==> src/rtl/pbus_master_pkg.sv <==
// pbus_master_pkg: state encoding and small helpers shared by the pbus initiator.
package pbus_master_pkg;

   typedef enum logic [1:0] {
      PBM_IDLE   = 2'd0,
      PBM_SETUP  = 2'd1,
      PBM_ACCESS = 2'd2
   } pbm_state_e;

   function automatic logic is_word_aligned(input logic [31:0] addr);
      return (addr[1:0] == 2'b00);
   endfunction

endpackage

==> src/rtl/pbus_master.sv <==
// pbus_master: APB-style initiator turning single commands into pbus SETUP/ACCESS cycles.
// Optional ACCESS-phase timeout abort is built in when PBUS_TIMEOUT_EN is defined.
module pbus_master
   import pbus_master_pkg::*;
#(
   parameter int TIMEOUT_CYC = 256,
   parameter int TO_W        = 8
) (
   input  logic        pbus_clk,
   input  logic        pbus_rst,
   input  logic        cmd_valid_i,
   output logic        cmd_ready_o,
   input  logic        cmd_write_i,
   input  logic [31:0] cmd_addr_i,
   input  logic [31:0] cmd_wdata_i,
   output logic        rsp_valid_o,
   output logic [31:0] rsp_rdata_o,
   output logic        rsp_err_o,
   output logic        rsp_timeout_o,
   output logic [31:0] pbus_addr_o,
   output logic        pbus_write_o,
   output logic        pbus_sel_o,
   output logic        pbus_enable_o,
   output logic [31:0] pbus_wdata_o,
   input  logic [31:0] pbus_rdata_i,
   input  logic        pbus_ready_i,
   input  logic        pbus_slverr_i
);

   pbm_state_e  state_r, state_s;
   logic [31:0] pbus_addr_r, pbus_addr_s;
   logic [31:0] pbus_wdata_r, pbus_wdata_s;
   logic        pbus_write_r, pbus_write_s;
   logic        pbus_sel_r, pbus_sel_s;
   logic        pbus_enable_r, pbus_enable_s;
   logic        rsp_valid_r, rsp_valid_s;
   logic [31:0] rsp_rdata_r, rsp_rdata_s;
   logic        rsp_err_r, rsp_err_s;
   logic        accept_s;

   if ((TIMEOUT_CYC < 2) || ((2 ** TO_W) < TIMEOUT_CYC)) begin : g_bad_cfg
      $error("pbus_master: TIMEOUT_CYC must be >= 2 and fit in TO_W bits");
   end

`ifdef PBUS_TIMEOUT_EN
   logic [TO_W-1:0] to_cnt_r, to_cnt_s;
   logic            rsp_timeout_r, rsp_timeout_s;
   assign rsp_timeout_o = rsp_timeout_r;
`else
   assign rsp_timeout_o = 1'b0;
`endif

   assign cmd_ready_o   = (state_r == PBM_IDLE) & ~pbus_rst;
   assign accept_s      = cmd_valid_i & cmd_ready_o;
   assign pbus_addr_o   = pbus_addr_r;
   assign pbus_wdata_o  = pbus_wdata_r;
   assign pbus_write_o  = pbus_write_r;
   assign pbus_sel_o    = pbus_sel_r;
   assign pbus_enable_o = pbus_enable_r;
   assign rsp_valid_o   = rsp_valid_r;
   assign rsp_rdata_o   = rsp_rdata_r;
   assign rsp_err_o     = rsp_err_r;

   // Next-state and next-output logic of the SETUP/ACCESS sequencer
   always_comb begin
      state_s       = state_r;
      pbus_addr_s   = pbus_addr_r;
      pbus_wdata_s  = pbus_wdata_r;
      pbus_write_s  = pbus_write_r;
      pbus_sel_s    = pbus_sel_r;
      pbus_enable_s = pbus_enable_r;
      rsp_valid_s   = 1'b0;
      rsp_rdata_s   = 32'h0000_0000;
      rsp_err_s     = 1'b0;
`ifdef PBUS_TIMEOUT_EN
      to_cnt_s      = to_cnt_r;
      rsp_timeout_s = 1'b0;
`endif
      case (state_r)
         PBM_IDLE: begin
            if (accept_s) begin
               if (is_word_aligned(cmd_addr_i)) begin
                  pbus_addr_s   = cmd_addr_i;
                  pbus_wdata_s  = cmd_wdata_i;
                  pbus_write_s  = cmd_write_i;
                  pbus_sel_s    = 1'b1;
                  pbus_enable_s = 1'b0;
                  state_s       = PBM_SETUP;
               end else begin
                  // Misaligned: answer immediately without touching the bus
                  rsp_valid_s = 1'b1;
                  rsp_err_s   = 1'b1;
               end
            end else begin
               state_s = PBM_IDLE;
            end
         end
         PBM_SETUP: begin
            pbus_enable_s = 1'b1;
            state_s       = PBM_ACCESS;
`ifdef PBUS_TIMEOUT_EN
            to_cnt_s      = {TO_W{1'b0}};
`endif
         end
         PBM_ACCESS: begin
            if (pbus_ready_i) begin
               pbus_sel_s    = 1'b0;
               pbus_enable_s = 1'b0;
               rsp_valid_s   = 1'b1;
               rsp_err_s     = pbus_slverr_i;
               rsp_rdata_s   = (~pbus_write_r & ~pbus_slverr_i) ? pbus_rdata_i : 32'h0000_0000;
               state_s       = PBM_IDLE;
            end
`ifdef PBUS_TIMEOUT_EN
            else if (to_cnt_r == TO_W'(TIMEOUT_CYC - 1)) begin
               pbus_sel_s    = 1'b0;
               pbus_enable_s = 1'b0;
               rsp_valid_s   = 1'b1;
               rsp_err_s     = 1'b1;
               rsp_timeout_s = 1'b1;
               state_s       = PBM_IDLE;
            end else begin
               to_cnt_s = to_cnt_r + TO_W'(1);
            end
`else
            else begin
               state_s = PBM_ACCESS;
            end
`endif
         end
         default: begin
            pbus_sel_s    = 1'b0;
            pbus_enable_s = 1'b0;
            state_s       = PBM_IDLE;
         end
      endcase
   end

   // State and registered outputs; reset drops any pending response
   always_ff @(posedge pbus_clk) begin
      if (pbus_rst) begin
         state_r       <= PBM_IDLE;
         pbus_addr_r   <= 32'h0000_0000;
         pbus_wdata_r  <= 32'h0000_0000;
         pbus_write_r  <= 1'b0;
         pbus_sel_r    <= 1'b0;
         pbus_enable_r <= 1'b0;
         rsp_valid_r   <= 1'b0;
         rsp_rdata_r   <= 32'h0000_0000;
         rsp_err_r     <= 1'b0;
`ifdef PBUS_TIMEOUT_EN
         to_cnt_r      <= {TO_W{1'b0}};
         rsp_timeout_r <= 1'b0;
`endif
      end else begin
         state_r       <= state_s;
         pbus_addr_r   <= pbus_addr_s;
         pbus_wdata_r  <= pbus_wdata_s;
         pbus_write_r  <= pbus_write_s;
         pbus_sel_r    <= pbus_sel_s;
         pbus_enable_r <= pbus_enable_s;
         rsp_valid_r   <= rsp_valid_s;
         rsp_rdata_r   <= rsp_rdata_s;
         rsp_err_r     <= rsp_err_s;
`ifdef PBUS_TIMEOUT_EN
         to_cnt_r      <= to_cnt_s;
         rsp_timeout_r <= rsp_timeout_s;
`endif
      end
   end

endmodule

==> config.mk <==
export PLATFORM = sky130hd
export DESIGN_NAME = pbus_master
export DESIGN_NICKNAME = d
export VERILOG_FILES = /design/src/rtl/pbus_master_pkg.sv /design/src/rtl/pbus_master.sv
export SDC_FILE = /design/constraint.sdc
export NUM_CORES = 1
export LEC_CHECK = 0
export ABC_AREA = 0
export BUFFER_PORTS_ARGS = -buffer_cell sky130_fd_sc_hd__buf_2
export CORE_MARGIN = 5
export CORE_UTILIZATION = 39
export DETAILED_ROUTE_END_ITERATION = 8
export PLACE_DENSITY = 0.75
export RECOVER_POWER = 25
export SLEW_MARGIN = 20
export SYNTH_ARGS = -nofsm -noshare
export SYNTH_HDL_FRONTEND = slang
export SYNTH_SLANG_ARGS = --single-unit
==> constraint.sdc <==
create_clock -name pbus_clk -period 1.5 [get_ports pbus_clk]
set_clock_uncertainty 0.1 [all_clocks]
set_input_delay 0.075 -clock pbus_clk [delete_from_list [all_inputs] [get_ports pbus_clk]]
set_output_delay 0.075 -clock pbus_clk [all_outputs]
set_load 0.01 [all_outputs]
After elaboration in Yosys (flattened, before gate mapping). Index checks and enable logic that the tools add are counted.

Register bits: 103. Input port bits: 102. Output and inout port bits: 103. Logic and storage cells: 48.

Eq/ne operators: 6. Mux-type cells: 17. Bitwise logic cells: 10. Reductions and logical operators: 6.

Operator list (count): $mux W1 (9); $not A1 Y1 (7); $mux W2 (3); $pmux W1 S3 (2); $pmux W2 S3 (1); $reduce_and A3 Y1 (2); $logic_not A2 Y1 (2); $ne A2 B2 Y1 const B (2); $pmux W1 S2 (2); $reduce_and A4 Y1 (1); $reduce_or A4 Y1 (1); $and A1 B1 Y1 (3); $ne A3 B2 Y1 const B (1); $eq A2 B1 Y1 const B (1); $eq A2 B2 Y1 const B (1); $ne A2 B1 Y1 const B (1).

Depth between registers and ports, before layout. Gate-level depths: netlist of run 1.

Depth after elaboration: 5. Depth in mapped cells: 6. Depth with buffers taken out: 3.

Worst setup path after synthesis of run 1. Ideal clock, no wire load.

Kind: flip-flop to flip-flop. From: register state_r[1]. To: register pbus_wdata_r[27], in the netlist pbus_wdata_o[27]. Library setup time: 0.132 ns. Data arrival time: 1.276 ns. Required time: 1.268 ns. Path slack: -0.008 ns. Cell stages (with the launch flop): 6. Path buffers: 2. Clock period less this slack: 1.508 ns. Cells stage by stage: dfxtp_1 -> or4b_1 -> buf_2 -> clkbuf_2 -> o21ai_0 -> a21oi_1.

Longest elaborated chain between the ends: 4.

RTL lines: start: declaration (line pbus_master.sv:30) `pbm_state_e state_r, state_s;`; start signal: assignment (line pbus_master.sv:156) `state_r <= state_s;`; $logic_not A2 Y1 * (line pbus_master.sv:53, pbus_master.sv:79); $and A1 B1 Y1 (line pbus_master.sv:53) `assign cmd_ready_o = (state_r == PBM_IDLE) & ~pbus_rst;`; $and A1 B1 Y1 (line pbus_master.sv:54) `assign accept_s = cmd_valid_i & cmd_ready_o;`; $reduce_and A3 Y1 (no line) *; end signal: assignment (line pbus_master.sv:158) `pbus_wdata_r <= pbus_wdata_s;`; end: declaration (line pbus_master.sv:32) `logic [31:0] pbus_wdata_r, pbus_wdata_s;`.

Mark *: on every way between the ends. The rest lies on a longest branch, timed or not. A chain may end at the register's enable or synchronous reset.

Worst setup path in the final report of run 1.
From: register state_r[1]. To: register pbus_addr_r[24], in the netlist pbus_addr_o[24].

Longest elaborated chain between the ends: 4.

RTL lines: $logic_not A2 Y1 * (line pbus_master.sv:53, pbus_master.sv:79); $and A1 B1 Y1 (line pbus_master.sv:53); $and A1 B1 Y1 (line pbus_master.sv:54); $reduce_and A3 Y1 (no line) *; end signal: assignment (line pbus_master.sv:157) `pbus_addr_r <= pbus_addr_s;`; end: declaration (line pbus_master.sv:31) `logic [31:0] pbus_addr_r, pbus_addr_s;`.

Marks and branches as above.

==> results.cfg, run 1 <==
[outcome]
status = finished, violations left
violations = negative setup slack

[power_and_ir_drop]
power_density_nw_per_um2 = 876
power.leakage_nw = 2.71
vdd_drop_max_mv = 0.761
total_power_mw = 5.46

[synth]
synth.area.top_cells = dfxtp_1 58%, a21oi_1 9.2%, o21ai_0 9.1%
ys_seq_area_share_pct = 57.7
async_flop_share_pct = 0
avgSynthCellArea_um2 = 9.21
synth_top_area_share_pct = 57.7
synth_seq_cells = 103
synth_edf_count = 0
synth_most_common_cell = dfxtp_1
syn-num-nets = 490
synth_commonest_cells = 103 x dfxtp_1, 66 x a21oi_1, 65 x o21ai_0
yosys.area.top_type = dfxtp_1
synth.yosys.warnings = 0
netlist_area_um2 = 3570
synth_cell_types = 26
synthCells = 388
synth_ff_type = dfxtp_1

[place]
pre_cts_slack_ps = -50.6
io_buffers = 203
dp_hpwl_um = 7410
placedCellCount = 677
dpl-instance-area_um2 = 4700
place_congestion = 0.764

[die]
initial_core_util_pct = 39.4
die_h_um = 106
core_um2 = 9060
pin_count = 205
fp.dieArea_um2 = 11200
rows = 35
die_w_um = 106

[route]
wl_per_cell_um = 17.6
drt_iter0_drc = 199
via_count = 4110
vias_per_cell = 5.11
wirelength_um = 14100
ant_nets = 0
dr.pass1.iters = 4
drc = 0

[setup_path]
worstSetupEndpointType = flip-flop
critPathRequiredTime_ps = 1610
worstSetupPathType = reg -> reg
cp_num_buf_inv = 1
ff2ff_setup_slack_ps = -70
cpMaxStageDelayCell = or4b_4
crit_arrival_ps = 1680
startpoint_type = flip-flop
cp_top_family = simple AND/OR/NAND/NOR gates
path_cells = or4b_4 > buf_12 > o21ai_0 > a21oi_1
cp_max_fo = 24
slowest_delay_ps = 540

[sta]
final_hold_viol_count = 0
setup_slack_ps = -73.3
min_period_ps = 1570
rsz0062_at_grt = true
slew_headroom_pct = 53.4
post-route-period-util_pct = 105
drv_slew = 0
fin_setup_tns_ps = -2850
setup_viol = 88
tightest_slew_ps = 699
max_freq_ghz = 0.636

[flow_run]
maxCapViolations = 0

[cts]
cts.sinks = 103
cts-root-buf = clkbuf_8
cts_buffers = 9
cts_tree = yes
insertion_delay_ps = 360
cts.clk_slew.worst_paths_ps = 110
htree_levels = 3
cts_buffer_depth = 2

[final_layout]
stdcell_count = 805
area_delta_synth_final_pct = 74.5
nNetsFinal = 788
drive_gt1_share_pct = 38.8
fin_area_um2 = 6230

[grt]
grt_pass1_vias = 4173
grt-ovfl-total = 0
antenna_found_initial = 2
grt_usage_pct = 23.1
grt_pass1_wl_um = 20700
grt_max_degree = 69

[worst_hold_path]
holdCritPathClass = in -> reg
[per-stage QoR]
stage	util, %	hold slack [ps]
2_1_floorplan	-	96.7
5_1_grt	68.7	124
3_3_place_gp	51.9	175
4_1_cts	66.2	2.91
6_report	68.8	95.8
3_5_place_dp	51.9	178
[state kept, by name, summed over array words and instances, names as in the netlist]
name	flops
rsp_err_o	1
pbus_enable_o	1
rsp_rdata_o	32
pbus_write_o	1
state_r	2
rsp_valid_o	1
pbus_addr_o	32
pbus_sel_o	1
pbus_wdata_o	32
[area by class of cell]
cell class	instances	area, um2
Antenna cell	3	7.51
Fill cell	665	2830
Multi-Input combinational cell	245	1480
Timing Repair Buffer	326	2310
Clock inverter	7	103
Clock buffer	9	124
Inverter	1	3.75
Tap cell	111	139
Sequential cell	103	2060
[routing by layer]
metal,global-route usage [%],vias up,part of all wire [%]
met5,0,-,0
met4,11.9,0,4.5
met3,4.47,50,5.3
met2,41.9,176,53
met1,25.3,1933,38
li1,-,1951,-
[cells by family (layout without fill, tap and decap cells)]
kind of cell	after synthesis	count (layout)	synth area share (%)
compound gates	133	133	18.8
other cells	1	4	0.105
buf+inv	40	343	5.08
flops	103	103	57.7
simple gates	111	111	18.3
[layout by cell type, fill, tap and decap left out, types with 2 or more instances in the layout]
master / n
nand3_1: 64
dlygate4sd3_1: 98
diode_2: 3
and2_4: 20
a21oi_1: 66
nor2_4: 3
clkbuf_1: 26
clkinv_8: 2
buf_6: 6
dfxtp_1: 102
nor3b_1: 2
inv_8: 2
clkbuf_16: 2
clkbuf_8: 9
buf_4: 11
buf_2: 176
o21ai_0: 16
buf_12: 6
and2_1: 12
o21ai_1: 29
o21ai_2: 20
[final timing paths]
path              startpoint         endpoint  depth (start not counted)
max reg2reg       state_r[1]  pbus_addr_o[24]                          4
max               state_r[1]  pbus_addr_o[24]                          4
min            cmd_addr_i[0]      rsp_valid_o                          3
min reg2reg  pbus_addr_o[14]  pbus_addr_o[14]                          2
[power breakdown]
group / internal (mW) / total (mW) / leakage, nW / switching [mW]
clock: 0.833 / 1.92 / 0.113 / 1.09
combinational: 0.400 / 0.738 / 1.77 / 0.338
sequential: 2.78 / 2.80 / 0.833 / 0.0245
total: 4.01 / 5.46 / 2.71 / 1.45
[repair_timing]
item | in CTS | in global routing
cloned | 1 | 4
pin swaps | 1 | 22
hold buffers | 98 | 0
setup endpoints to repair | 60 | 100
hold endpoints to repair | 99 | 0
resized for setup | 18 | 93
setup buffers | 2 | 4
[tightest hold or removal path: cells and delay by family]
| kind | cells | cell delay, ps |
|---|---|---|
| buffers and inverters | 1 | 120 |
| AO/OA/AOI/OAI | 2 | 330 |
(Power assumes the default switching activity.)
==> inputs of run 2 (changes only) <==
--- a/config.mk
+++ b/config.mk
@@ -12,6 +12,7 @@
 export DETAILED_ROUTE_END_ITERATION = 8
 export PLACE_DENSITY = 0.75
 export RECOVER_POWER = 25
+export SETUP_SLACK_MARGIN = 0.15
 export SLEW_MARGIN = 20
 export SYNTH_ARGS = -nofsm -noshare
 export SYNTH_HDL_FRONTEND = slang
==> results.cfg, run 2 (synthesis results as in run 1) <==
[final_layout]
multiInputGateArea_um2 = 1570
register_area_um2 = 2060
area_delta_synth_final_pct = 80.0
fillers = 648
final_cell_mix = 176 x buf_2, 101 x dfxtp_1, 98 x dlygate4sd3_1, 54 x o21ai_1, 49 x a21oi_1
stdcell_count = 808
drive_gt1_share_pct = 41.2
layout_commonest_cell = buf_2
antenna_cells = 0
nNetsFinal = 794
fin_util_pct = 70.9

[flow_run]
maxCapViolations = 0

[die]
die_h_um = 106
die_w_um = 106
rows = 35
fp.dieArea_um2 = 11200
pin_count = 205
core_um2 = 9060
initial_core_util_pct = 39.4

[grt]
grt_usage_pct = 23.5
grt-ovfl-total = 0
grt_max_degree = 47
antenna_found_initial = 1
grt_pass1_wl_um = 21100
grt_pass1_vias = 4256

[route]
drt_iter0_drc = 188
ant_nets = 0
vias_per_cell = 5.26
wirelength_um = 15000
dr_wl_met2_um = 7870
dr.pass1.iters = 4
via_count = 4249
top_layer = met5
wl_per_cell_um = 18.5
dr_wl_met3_um = 1060
drc = 0
wl_met1_um = 5200

[cts]
cts_tree = yes
cts_buffers = 9
cts.sinks = 103
cts-root-buf = clkbuf_8
cts.clk_slew.worst_paths_ps = 100
insertion_delay_ps = 360
cts_buffer_depth = 2
htree_levels = 3

[place]
placedCellCount = 677
place_congestion = 0.748
pre_cts_slack_ps = -67.5
io_buffers = 203
dp_hpwl_um = 7750

[sta]
rsz0062_at_grt = true
setup_viol = 62
final_hold_viol_count = 0
min_period_ps = 1630
hold_slack_ps = 89.6
drv_slew = 0
max_freq_ghz = 0.615
setup_slack_ps = -125
post-route-period-util_pct = 108

[power_and_ir_drop]
p_int_mw = 3.86
p_seq_share_pct = 53.2
p_sw_mw = 1.41
p_clk_share_pct = 31.2
combPwrFrac_pct = 15.6
power_density_nw_per_um2 = 819
power.leakage_nw = 2.73
switching_share_pct = 26.7
vdd_drop_max_mv = 0.712

[outcome]
status = finished, violations left
violations = negative setup slack

[setup_path]
critPathRequiredTime_ps = 1670
startpoint_type = flip-flop
worstSetupPathType = reg -> reg
worstSetupEndpointType = flip-flop
crit_arrival_ps = 1800
cp_max_fo = 6

[worst_hold_path]
holdCritPathClass = in -> reg
## run 2: critical path, cell delays in order (launching register included)
cell and delay, ps:
dfxtp_2 340, buf_6 120, nor4b_4 250, buf_4 170, buf_8 130, buf_12 130, nand3_1 110, a21oi_1 190
## run 2: area by class of cell
cell class                 instances  area share [%]
timing repair buffer             332            38.3
sequential                       103            32.1
clock inverter                     7           0.992
tap                              111            2.16
clock buffer                       9            1.93
multi-input combinational        245            24.5
inverter                           1          0.0584
## run 2: through the flow
stage          setup TNS [ps]  cell area (um2)  power (mW)
5_1_grt                 -6240             6430        5.47
3_3_place_gp                0             4740        3.31
4_1_cts                  -299             6000        5.17
2_1_floorplan               0             3640        3.08
6_report                -1710             6430        5.27
3_5_place_dp             -236             4740        3.32
## run 2: path summary, 6_finish.rpt
check	end	cells past startpoint	start	slack [ps]
setup / recovery	pbus_wdata_o[28]	7	state_r[1]	-130
hold / removal	rsp_err_o	3	cmd_addr_i[0]	90
setup reg to reg	pbus_wdata_o[28]	7	state_r[1]	-130
hold reg to reg	pbus_wdata_o[31]	2	pbus_wdata_o[31]	370
## run 2: per-layer routing
layer / up-vias / global-route usage [%]
li1: 1964 / -
met1: 1985 / 23.6
met2: 226 / 43.8
met3: 72 / 6.67
met4: 2 / 12.1
met5: - / 0
## run 2: power by group through the flow
stage	clock network (mW)	registers [mW]	logic [mW]
2_1_floorplan	0	2.88	0.203
3_3_place_gp	0	2.86	0.450
3_5_place_dp	0	2.86	0.458
4_1_cts	1.69	2.80	0.686
5_1_grt	1.79	2.81	0.872
6_report	1.65	2.80	0.822
## run 2: what timing repair did
| action | CTS | global route |
|---|---|---|
| buffers inserted | 2 | 4 |
| cloned | 1 | 10 |
| gates resized for setup | 14 | 65 |
| hold buffers | 98 | 0 |
| hold endpoints to repair | 99 | 0 |
| setup endpoints to repair | 101 | 102 |
| pin swaps | 2 | 28 |
==> inputs of run 3 (changes only) <==
--- a/config.mk
+++ b/config.mk
@@ -9,6 +9,7 @@
 export BUFFER_PORTS_ARGS = -buffer_cell sky130_fd_sc_hd__buf_2
 export CORE_MARGIN = 5
 export CORE_UTILIZATION = 39
+export CTS_CLUSTER_SIZE = 12
 export DETAILED_ROUTE_END_ITERATION = 8
 export PLACE_DENSITY = 0.75
 export RECOVER_POWER = 25
==> constraint.sdc (replaced) <==
create_clock -name pbus_clk -period 1.5 [get_ports pbus_clk]
set_clock_uncertainty 0.1 [all_clocks]
set_input_delay 0.075 -clock pbus_clk [delete_from_list [all_inputs] [get_ports pbus_clk]]
set_output_delay 0.075 -clock pbus_clk [all_outputs]
set_load 0.02 [all_outputs]
==> results.cfg, run 3 (synthesis results as in run 1) <==
[die]
rows = 35
core_um2 = 9060
pin_count = 205
die_w_um = 106
fp.dieArea_um2 = 11200
die_h_um = 106
initial_core_util_pct = 39.4

[cts]
cts_tree = yes
cts.sinks = 103
cts_buffers = 9
htree_levels = 3
cts.clk_slew.worst_paths_ps = 110
insertion_delay_ps = 360
cts-root-buf = clkbuf_8
cts_buffer_depth = 2

[route]
wirelength_um = 14200
top_layer = met4
dr_wl_met3_um = 848
vias_per_cell = 5.16
ant_nets = 0
wl_met1_um = 5320
dr_wl_met2_um = 7550
drt_iter0_drc = 225
dr.pass1.iters = 5
via_count = 4153
drc = 0
wl_per_cell_um = 17.6

[sta]
setup_slack_ps = -61.4
max_freq_ghz = 0.640
rsz0062_at_grt = true
final_hold_viol_count = 0
setup_viol = 72
tightest_slew_ps = 708
hold_slack_ps = 26.3
min_period_ps = 1560
fin_setup_tns_ps = -1840
post-route-period-util_pct = 104
slew_headroom_pct = 52.8
drv_slew = 0

[final_layout]
stdcell_count = 805
final_cell_mix = 176 x buf_2, 102 x dfxtp_1, 97 x dlygate4sd3_1, 65 x a21oi_1, 64 x nand3_1
fillers = 678
nNetsFinal = 791
layout_commonest_cell = buf_2
fin_area_um2 = 6210
drive_gt1_share_pct = 35.6
antenna_cells = 0
area_delta_synth_final_pct = 73.9

[power_and_ir_drop]
power.leakage_nw = 2.72
vdd_drop_max_mv = 0.555
power_density_nw_per_um2 = 853

[grt]
grt_max_degree = 69
antenna_found_initial = 0
grt_usage_pct = 22.4
grt_pass1_wl_um = 19900
grt-ovfl-total = 0
grt_pass1_vias = 3985

[outcome]
status = finished, violations left
violations = negative setup slack

[setup_path]
crit_arrival_ps = 1770
cp_max_fo = 8
worstSetupPathType = reg -> reg
worstSetupEndpointType = flip-flop
startpoint_type = flip-flop
critPathRequiredTime_ps = 1710

[flow_run]
maxCapViolations = 0

[place]
io_buffers = 203
dp_hpwl_um = 7530
dpl-instance-area_um2 = 4730
placedCellCount = 677
place_congestion = 0.746

[worst_hold_path]
holdCritPathClass = in -> reg
==> run 3: cell type report <==
| class | count | area [um2] | area share, % |
|---|---|---|---|
| timing repair buffer | 329 | 2420 | 38.9 |
| sequential | 103 | 2060 | 33.2 |
| multi-input combinational | 245 | 1390 | 22.4 |
| tap | 111 | 139 | 2.24 |
| clock buffer | 10 | 138 | 2.22 |
| clock inverter | 6 | 61.3 | 0.987 |
| inverter | 1 | 3.75 | 0.0604 |
==> run 3: path summary, 6_finish.rpt <==
path | startpoint | endpoint | slack (ps) | cells after the start
worst max register to register | state_r[0] | rsp_rdata_o[21] | -60 | 6
worst min register to register | pbus_addr_o[3] | pbus_addr_o[3] | 380 | 2
worst max-delay path | state_r[0] | rsp_rdata_o[21] | -60 | 6
worst min-delay path | cmd_addr_i[1] | rsp_err_o | 30 | 3
==> run 3: worst max-delay path: stages (launching register included) <==
cell,delay [ps]
dfxtp_2,330
or2_4,260
buf_12,140
nor4_4,220
buf_6,180
clkbuf_16,160
and2_1,130
==> run 3: metrics by stage <==
| stage | setup slack [ps] | util (%) | total power, mW |
|---|---|---|---|
| floorplan | 37.2 | - | 3.12 |
| global route | -112 | 68.5 | 5.53 |
| global placement | -33.0 | 52.2 | 3.34 |
| finish | -61.4 | 68.5 | 5.30 |
| CTS | -48.8 | 65.7 | 5.26 |
| detailed placement | -47.5 | 52.2 | 3.35 |
==> run 3: per-layer routing <==
| metal | vias up | global-route usage, % |
|---|---|---|
| li1 | 1953 | - |
| met1 | 1957 | 24.5 |
| met2 | 207 | 40.5 |
| met3 | 36 | 6.12 |
| met4 | 0 | 9.34 |
| met5 | - | 0 |
==> run 3: repair_timing <==
item                                    CTS  global route
cloned                                    1             8
pin swaps                                 0             3
resized for setup                         6            28
endpoints found under the hold margin    99             0
buffers inserted                          0             6
endpoints found under the setup margin  101           102
hold buffers                             97             0
==> run 3: power by group <==
group          total (mW)  switching [mW]  internal, mW
registers            2.80          0.0208          2.78
logic               0.795           0.374         0.421
clock network        1.71            1.02         0.690
